## src/rtl/fifo_pkg.sv

```systemverilog
// Shared definitions for the synchronous FIFO: pointer/count width helpers
// and the read-mode selector constants.
package fifo_pkg;

   localparam int FWFT_OFF = 0;
   localparam int FWFT_ON  = 1;

   // Pointer width for a DEPTH-entry store; count needs one more bit to reach DEPTH.
   function automatic int addr_w(input int depth);
      return (depth > 1) ? $clog2(depth) : 1;
   endfunction

   function automatic int count_w(input int depth);
      return addr_w(depth) + 1;
   endfunction

endpackage

```

## src/rtl/fifo_ram.sv

```systemverilog
// DATA_W x DEPTH storage with one synchronous write port and one
// asynchronous read port; contents are intentionally left unreset.
module fifo_ram
   import fifo_pkg::*;
#(
   parameter int DATA_W = 8,
   parameter int DEPTH  = 32,
   localparam int AW    = addr_w(DEPTH)
) (
   input  logic              clk,
   input  logic              we,
   input  logic [AW-1:0]     waddr,
   input  logic [DATA_W-1:0] wdata,
   input  logic [AW-1:0]     raddr,
   output logic [DATA_W-1:0] rdata
);

   logic [DATA_W-1:0] mem [DEPTH];

   always_ff @(posedge clk) begin
      if (we) begin
         mem[waddr] <= wdata;
      end
   end

   assign rdata = mem[raddr];

endmodule

```

## src/rtl/fifo_sync_param.sv

```systemverilog
// Single-clock FIFO with occupancy count, threshold flags, sticky error flags
// and a selectable registered or first-word-fall-through read port.
module fifo_sync_param
   import fifo_pkg::*;
#(
   parameter int DATA_W   = 8,
   parameter int DEPTH    = 32,
   parameter int AF_LEVEL = DEPTH - 4,
   parameter int AE_LEVEL = 4,
   parameter int FWFT     = FWFT_OFF
) (
   input  logic                      clk,
   input  logic                      rst,
   input  logic                      wr_en,
   input  logic [DATA_W-1:0]         wr_data,
   input  logic                      rd_en,
   input  logic                      err_clr,
   output logic [DATA_W-1:0]         rd_data,
   output logic                      full,
   output logic                      empty,
   output logic                      almost_full,
   output logic                      almost_empty,
   output logic [count_w(DEPTH)-1:0] count,
   output logic                      overflow,
   output logic                      underflow
);

   localparam int AW = addr_w(DEPTH);
   localparam int CW = count_w(DEPTH);

   logic [AW-1:0]     wr_ptr_q, wr_ptr_d;
   logic [AW-1:0]     rd_ptr_q, rd_ptr_d;
   logic [CW-1:0]     count_q, count_d;
   logic              overflow_q, overflow_d;
   logic              underflow_q, underflow_d;
   logic [DATA_W-1:0] rd_data_q, rd_data_d;
   logic [DATA_W-1:0] ram_rdata;
   logic              wr_ok, rd_ok;

   // Flags come straight off the registered count so they track it with no lag.
   assign full         = (count_q == CW'(DEPTH));
   assign empty        = (count_q == '0);
   assign almost_full  = (count_q >= CW'(AF_LEVEL));
   assign almost_empty = (count_q <= CW'(AE_LEVEL));
   assign count        = count_q;
   assign overflow     = overflow_q;
   assign underflow    = underflow_q;

   assign wr_ok = wr_en && !full;
   assign rd_ok = rd_en && !empty;

   always_comb begin
      wr_ptr_d  = wr_ptr_q;
      rd_ptr_d  = rd_ptr_q;
      count_d   = count_q;
      rd_data_d = rd_data_q;
      if (wr_ok) begin
         wr_ptr_d = wr_ptr_q + AW'(1);
      end
      if (rd_ok) begin
         rd_ptr_d  = rd_ptr_q + AW'(1);
         rd_data_d = ram_rdata;
      end
      case ({wr_ok, rd_ok})
         2'b10:   count_d = count_q + CW'(1);
         2'b01:   count_d = count_q - CW'(1);
         default: count_d = count_q;
      endcase
      // A fresh error event wins over a coincident clear.
      overflow_d  = (wr_en && full)  || (overflow_q  && !err_clr);
      underflow_d = (rd_en && empty) || (underflow_q && !err_clr);
   end

   always_ff @(posedge clk) begin
      if (rst) begin
         wr_ptr_q    <= '0;
         rd_ptr_q    <= '0;
         count_q     <= '0;
         overflow_q  <= 1'b0;
         underflow_q <= 1'b0;
         rd_data_q   <= '0;
      end else begin
         wr_ptr_q    <= wr_ptr_d;
         rd_ptr_q    <= rd_ptr_d;
         count_q     <= count_d;
         overflow_q  <= overflow_d;
         underflow_q <= underflow_d;
         rd_data_q   <= rd_data_d;
      end
   end

   // Storage write is gated by reset so requests in a reset cycle leave memory alone.
   fifo_ram #(
      .DATA_W (DATA_W),
      .DEPTH  (DEPTH)
   ) u_ram (
      .clk   (clk),
      .we    (wr_ok && !rst),
      .waddr (wr_ptr_q),
      .wdata (wr_data),
      .raddr (rd_ptr_q),
      .rdata (ram_rdata)
   );

   assign rd_data = (FWFT == FWFT_ON) ? ram_rdata : rd_data_q;

endmodule

```

## config.mk

```make
export PLATFORM = sky130hd
export DESIGN_NAME = fifo_sync_param
export DESIGN_NICKNAME = d
export VERILOG_FILES = /design/src/rtl/fifo_pkg.sv /design/src/rtl/fifo_ram.sv /design/src/rtl/fifo_sync_param.sv
export SDC_FILE = /design/constraint.sdc
export NUM_CORES = 1
export LEC_CHECK = 0
export ABC_AREA = 1
export BUFFER_PORTS_ARGS = -buffer_cell sky130_fd_sc_hd__buf_2
export CORE_MARGIN = 3
export CORE_UTILIZATION = 40
export DETAILED_ROUTE_END_ITERATION = 10
export SLEW_MARGIN = 20
export SYNTH_ARGS = -nofsm -noshare
export SYNTH_HDL_FRONTEND = slang
export SYNTH_HIERARCHICAL = 1
export SYNTH_SLANG_ARGS = --single-unit
export TNS_END_PERCENT = 20
```

## constraint.sdc

```tcl
create_clock -name clk -period 2.3 [get_ports clk]
set_input_delay 0.23 -clock clk [delete_from_list [all_inputs] [get_ports clk]]
set_output_delay 0.23 -clock clk [all_outputs]
set_load 0.01 [all_outputs]
```

==> impl_results.md, run 1 <==
* Status: complete, no violations
* Critical path launch point type: flip-flop
* Power share of the clock group at 32.9%
* Ports at 33
* Crit. Startpoint: count[1]
* Pre-Repair DR Iteration Count at 5
* Lkg Pwr at 5.14 nW
* Main synth FF type: edfxtp_1
* Via Count at 7977
* Synth Area in Simple Gates at 23.9%
* Post-synth ARST share at 0%
* H-tree depth at 1
* Clk Latency, worst-skew pair at 0.55 ns
* Max stage delay on crit path at 0.39 ns
* Largest net degree at the start of global routing at 133
* CTS tree: done
* Type of the worst setup path: flip-flop to flip-flop
* Critical-path cell list: nor2_4 -> nand4_4 -> nand2_4 -> ha_4 -> inv_1 -> fa_1 -> nand3b_1 -> a21o_1 -> nand3_1 -> nand2_1 -> inv_1
* Post-synthesis sequential area ratio at 68.5%
* Syn Area/Cell at 11.0 um2
* CP max stage cell: fa_1
* Max_slew headroom at 52.3%
* Internal Power at 9.61 mW
* Yosys cell types at 32
* Die H at 179 um
* DRC Markers at 0
* Synthesized area at 0.0120 mm2
* Post-CTS Setup Inserts at 0
* Period utilization at 92.1%
* Mux contribution to synthesized area at 0%
* Worst path bufs/invs at 2
* WL per Instance at 18.1 um
* # port buffers at 32
* Synth-to-Final Area Change at 13.7%
* FF-to-FF Start: count[1]
* Crit path required time at 2.79 ns
* Antenna violations before repair at 0
* Sw Ratio at 31.4%
* Peak supply drop at 0.000645 V
* Die area at 0.0321 mm2
* TritonCTS sink count at 282
* Critical path peak fanout at 8
* Synthesized net count at 1113
* First-pass GRT wire length at 43.3 mm
* Starting Density at 41.2%
* HP Start: wr_en
* EDFF count, synth at 256
* Post-synthesis compound-gate area fraction at 1.48%
* Max Clk Rate at 472 MHz
* Ys Warns at 6
* Worst clock skew at 0.0122 ns
* RSZ-0062 raised after global routing: no
* Max-slew violation count at 0
* Clock Pin Slew Worst Setup and Hold Paths at 0.06 ns
* Final ANT Viol Nets at 0
* Worst-case clock buffer depth at 3
* GPL Wtd Cong at 0.873
* # setup viols final at 0
* Placed cell count at 1505
* Vias in the first global route at 7694
* Root Buffer Master: clkbuf_16
* Top cell by count, worst path: inv_1
* Critical Path End Type: flip-flop
* Minimum clock period at 2.12 ns
* Multi-input gate area at 0.00323 mm2
* Worst Path Arrival at 2.61 ns
* Final WL at 28.2 mm
* Register Area at 0.00821 mm2
* Main combinational cell family by area after synthesis: simple AND/OR/NAND/NOR gates
* Initial drt markers at 696
* Top cell type's share of synthesized area at 64.1%
* Final Non-Filler Cells at 1559
* Final hold viol count at 0
* Comb pwr share at 25.2%
* Post-Syn Instances at 1092
* Global-route usage over all layers at 17.6%
* Layout cells sized above 1 at 12.1%
* Cell Pwr Density at 1030 mW/mm2
* Seq cells post-synth at 282
* Maxcap violations at 0
* Count leader, synth: nand2_1
* Filler cells at 2634
* Top cells by count, synth: nand2_1, edfxtp_1, nand3_1
* Width of the die at 179 um
* HP Class: primary input to flip-flop
* Top cells by area, synth: edfxtp_1, nand2_1, nand3_1, dfxtp_1, buf_6
* Final Net Count at 1176
* Post-Route Setup TNS at 0 ns
* Least-Margin Pin Slew at 0.716 ns
* Leading area contributor after synthesis: edfxtp_1
* Core Footprint at 0.0291 mm2
* Post-Synth Adder-Cell Area at 0.898%
* Vias per cell at 5.12
* Num rows at 62
* Cell family with most CP delay: simple AND/OR/NAND/NOR gates
* Switching pwr at 4.40 mW
* Register share of total power at 41.9%
* Overflow after GRT at 0
* Final HPWL DP at 16.9 mm
* Xor/xnor share of the synthesized area at 0.511%
* Number of diodes at 0
* Cts bufs inserted at 29
[power groups by stage]
stage,Clock (mW),Combinational (mW),Sequential (mW)
CTS,4.71,3.52,5.88
global route,4.93,3.95,5.89
floorplan,0,2.51,6.01
finish,4.61,3.53,5.88
global placement,0,3.46,5.98
detailed placement,0,3.50,5.98
[cells in the final DEF, fill, tap and decap left out, types with 6 or more instances in the layout]
master | netlist | layout
a21oi_1 | 15 | 15
buf_2 | 16 | 32
buf_4 | 4 | 49
clkbuf_1 | 8 | 7
clkbuf_16 | 0 | 29
dfxtp_1 | 26 | 24
edfxtp_1 | 256 | 256
ha_1 | 7 | 6
inv_1 | 29 | 29
nand2_1 | 385 | 385
nand3_1 | 219 | 219
nor2_1 | 57 | 57
o21ai_0 | 14 | 14
[worst min-delay path, cell delays in order]
cell and delay [ns]:
buf_2 0.16, nand3_1 0.10, a21oi_1 0.05
[state kept, by name, indices dropped and copies added, names as in the netlist]
name	count
wr_ptr_q	5
rd_ptr_q	5
overflow	1
count	6
rd_data	8
underflow	1
u_ram/mem	256
[final timing paths]
kind | slack, ns | endpoint | depth (start not counted)
worst max-delay path | 0.18 | count[4] | 11
worst min-delay path | 0.04 | wr_ptr_q[4] | 3
worst max register to register | 0.18 | count[4] | 11
worst min register to register | 0.47 | underflow | 2
[repair_timing]
item,CTS,global route
resized for setup,0,3
hold buffers,3,0
endpoints found under the hold margin,2,0
endpoints found under the setup margin,0,3
[cell families (layout without fill, tap and decap cells)]
logic type / count (synthesis) / count (layout)
adder cells (fa/ha/maj): 8 / 8
AND/OR/NAND/NOR: 673 / 673
flip-flops: 282 / 282
AO/OA/AOI/OAI: 33 / 33
buffers and inverters: 89 / 172
XOR/XNOR: 7 / 7
[area by class of cell]
cell class	instances	area share, %
sequential	282	60.2
multi-input combinational	721	23.7
clock buffer	36	5.51
timing repair buffer	89	4.83
tap	384	3.52
clock inverter	15	1.32
inverter	32	0.908
[through the flow]
stage | instance area, um2 | utilization [%] | worst slack, ns | power, mW | hold slack (ns)
floorplan | 12000 | - | 0.174 | 8.52 | 0.329
global route | 13600 | 46.9 | 0.0327 | 14.8 | 0.0444
detailed placement | 12700 | 43.5 | 0.0390 | 9.48 | 0.453
global placement | 12700 | 43.5 | 0.131 | 9.44 | 0.448
finish | 13600 | 46.9 | 0.182 | 14.0 | 0.0419
CTS | 13600 | 46.8 | 0.0140 | 14.1 | 0.0129
[per-layer routing]
| layer | global-route usage [%] | wire [um] |
|---|---|---|
| met1 | 23.7 | 12100 |
| met2 | 30.4 | 14100 |
| met3 | 2.16 | 1380 |
| met4 | 4.80 | 618 |
| met5 | 0 | 0 |
(Power assumes the default switching activity.)
==> run 2, diff against run 1 <==
CELL_PAD_IN_SITES_DETAIL_PLACEMENT = 2   (was not set)
CELL_PAD_IN_SITES_GLOBAL_PLACEMENT = 2   (was not set)
PLACE_DENSITY_LB_ADDON = 0.1   (was not set)
TNS_END_PERCENT = 1   (was 20)
==> run 2 against run 1 <==
Net effect:
- worst setup slack better by 0.018 ns
- sequential share of layout area is 0.62 points lower
- via count is 4.8% higher
- worst hold slack worse by 0.017 ns
- largest power group unchanged
- highest routed layer unchanged
==> impl_results.md, run 2 (synthesized netlist as in run 1, its figures left out) <==
* Max-slew violation count at 0 (unchanged)
* Commonest non-fill, non-tap cell in the layout: nand2_1 (unchanged)
* Clk Latency, worst-skew pair at 0.50 ns (was 0.55 ns)
* Final HPWL DP at 22.6 mm (was 16.9 mm)
* Commonest non-fill, non-tap cells in the layout: nand2_1, edfxtp_1, nand3_1, nor2_1, buf_4 (unchanged)
* Critical Path End Type: flip-flop (unchanged)
* Maxcap violations at 0 (unchanged)
* Least-Margin Pin Slew at 0.749 ns (was 0.716 ns)
* HP Class: primary input to flip-flop (unchanged)
* Status: complete, no violations (unchanged)
* Crit path required time at 2.73 ns (was 2.79 ns)
* Vias per cell at 5.31 (was 5.12)
* Core Footprint at 0.0291 mm2 (unchanged)
* # setup viols final at 0 (unchanged)
* Final WL at 35.9 mm (was 28.2 mm)
* Switching pwr at 4.82 mW (was 4.40 mW)
* Post-Route Setup TNS at 0 ns (unchanged)
* Type of the worst setup path: flip-flop to flip-flop (unchanged)
* Comb pwr share at 26.3% (was 25.2%)
* Antenna violations before repair at 0 (unchanged)
* Sw Ratio at 32.8% (was 31.4%)
* GPL Wtd Cong at 0.743 (was 0.873)
* Worst Path Arrival at 2.53 ns (was 2.61 ns)
* Lkg Pwr at 5.23 nW (was 5.14 nW)
* Initial drt markers at 497 (was 696)
* Worst path bufs/invs at 2 (unchanged)
* Worst-case clock buffer depth at 3 (unchanged)
* Die area at 0.0321 mm2 (unchanged)
* Max_slew headroom at 50.1% (was 52.3%)
* Post-DP Area at 0.0127 mm2 (about the same)
* Internal Power at 9.87 mW (was 9.61 mW)
* Power share of the clock group at 33.7% (was 32.9%)
* Clock Pin Slew Worst Setup and Hold Paths at 0.06 ns (about the same)
* Largest Register: u_ram/mem (unchanged)
* RSZ-0062 raised after global routing: no (unchanged)
* Root Buffer Master: clkbuf_16 (unchanged)
* # port buffers at 32 (unchanged)
* Cts bufs inserted at 34 (was 29)
* Number of diodes at 0 (unchanged)
* H-tree depth at 2 (was 1)
* TritonCTS sink count at 282 (unchanged)
* Largest register FFs at 256 (unchanged)
* Layout cells sized above 1 at 13.0% (was 12.1%)
* Cell Pwr Density at 1070 mW/mm2 (was 1030 mW/mm2)
* Final hold viol count at 0 (unchanged)
* CP max stage cell: dfxtp_4 (was fa_1)
* Worst clock skew at 0.0173 ns (was 0.0122 ns)
* First-pass GRT wire length at 55.8 mm (was 43.3 mm)
* Vias in the first global route at 9421 (was 7694)
* Critical path launch point type: flip-flop (unchanged)
* Overflow after GRT at 0 (unchanged)
* Die H at 179 um (unchanged)
* Critical path peak fanout at 26 (was 8)
* Register share of total power at 40.0% (was 41.9%)
* Minimum clock period at 2.10 ns (was 2.12 ns)
* Design area at 0.0138 mm2 (was 0.0136 mm2)
* Period utilization at 91.3% (was 92.1%)
* Max Clk Rate at 476 MHz (was 472 MHz)
* Global-route usage over all layers at 23.3% (was 17.6%)
* DRC Markers at 0 (unchanged)
* Max stage delay on crit path at 0.37 ns (was 0.39 ns)
* Top cell by count, worst path: nand2_1 (was inv_1)
* Critical-path cell list: inv_4 -> buf_4 -> nand2_1 -> nand3_1 -> nand3_1 -> nand2_1 -> nand2_1 -> nand2_1 -> nand2_1 -> nand2_1 -> o21ai_0 -> nor2_1 (was nor2_4 -> nand4_4 -> nand2_4 -> ha_4 -> inv_1 -> fa_1 -> nand3b_1 -> a21o_1 -> nand3_1 -> nand2_1 -> inv_1)
* WL per Instance at 22.8 um (was 18.1 um)
* Starting Density at 41.2% (unchanged)
* CTS tree: done (unchanged)
* Width of the die at 179 um (unchanged)
* Num rows at 62 (unchanged)
* Via Count at 8360 (was 7977)
* Largest net degree at the start of global routing at 68 (was 133)
* Cell family with most CP delay: simple AND/OR/NAND/NOR gates (unchanged)
* Pre-Repair DR Iteration Count at 5 (unchanged)
* Peak supply drop at 0.000541 V (was 0.000645 V)
* Final Net Count at 1187 (was 1176)
* Synth-to-Final Area Change at 14.9% (was 13.7%)
* Final ANT Viol Nets at 0 (unchanged)
* Ports at 33 (unchanged)
-- run 2: path summary, 6_finish.rpt --
kind | start | endpoint | slack, ns | cells past startpoint
min | rd_en | underflow | 0.02 | 3
max | rd_ptr_q[0] | rd_data[3] | 0.20 | 12
max reg2reg | rd_ptr_q[0] | rd_data[3] | 0.20 | 12
min reg2reg | overflow | overflow | 0.47 | 2
-- run 2: metal layers --
metal | wire, um | vias up | GRT usage, %
li1 | - | 3899 | -
met1 | 15200 | 4279 | 29.5
met2 | 18800 | 124 | 42.1
met3 | 945 | 58 | 2.75
met4 | 898 | 0 | 6.35
met5 | 0 | - | 0
-- run 2: power by group through the flow --
stage / combinational, mW / clock (mW) / sequential (mW)
after floorplan: 2.51 / 0 / 6.01
after global placement: 3.77 / 0 / 5.97
after detailed placement: 3.90 / 0 / 5.98
after CTS: 3.95 / 5.05 / 5.88
after global routing: 4.38 / 5.26 / 5.90
final: 3.87 / 4.95 / 5.88
-- run 2: what timing repair did --
action | CTS | global route
resized for setup | 0 | 2
hold endpoints to repair | 1 | 0
buffers inserted | 0 | 0
hold buffers | 1 | 0
setup endpoints to repair | 0 | 2
-- run 2: metrics by stage --
stage / hold slack (ns) / instances / worst slack [ns] / util [%] / total power, mW
floorplan: 0.329 / 1092 / 0.174 / - / 8.52
global placement: 0.456 / 1513 / 0.180 / 43.8 / 9.74
detailed placement: 0.459 / 1513 / 0.128 / 43.8 / 9.88
CTS: 0.0143 / 1574 / 0.101 / 47.3 / 14.9
global route: 0.0492 / 1574 / 0.0202 / 47.4 / 15.5
finish: 0.0248 / 1574 / 0.200 / 47.4 / 14.7
-- run 2: final cells by class --
class                   count  area [um2]
fillers                  3008       15300
flip-flops and latches    282        8210
multi-input cells         721        3210
clock buffers              47         931
repair buffers             95         727
well taps                 384         480
inverters                  32         125
clock inverters            13        87.6
-- run 2: worst register-to-register path, stage by stage (launching register included) --
cell and delay [ns]:
dfxtp_4 0.37, inv_4 0.32, buf_4 0.30, nand2_1 0.09, nand3_1 0.09, nand3_1 0.13
nand2_1 0.09, nand2_1 0.12, nand2_1 0.19, nand2_1 0.07, nand2_1 0.07, o21ai_0 0.08
nor2_1 0.10
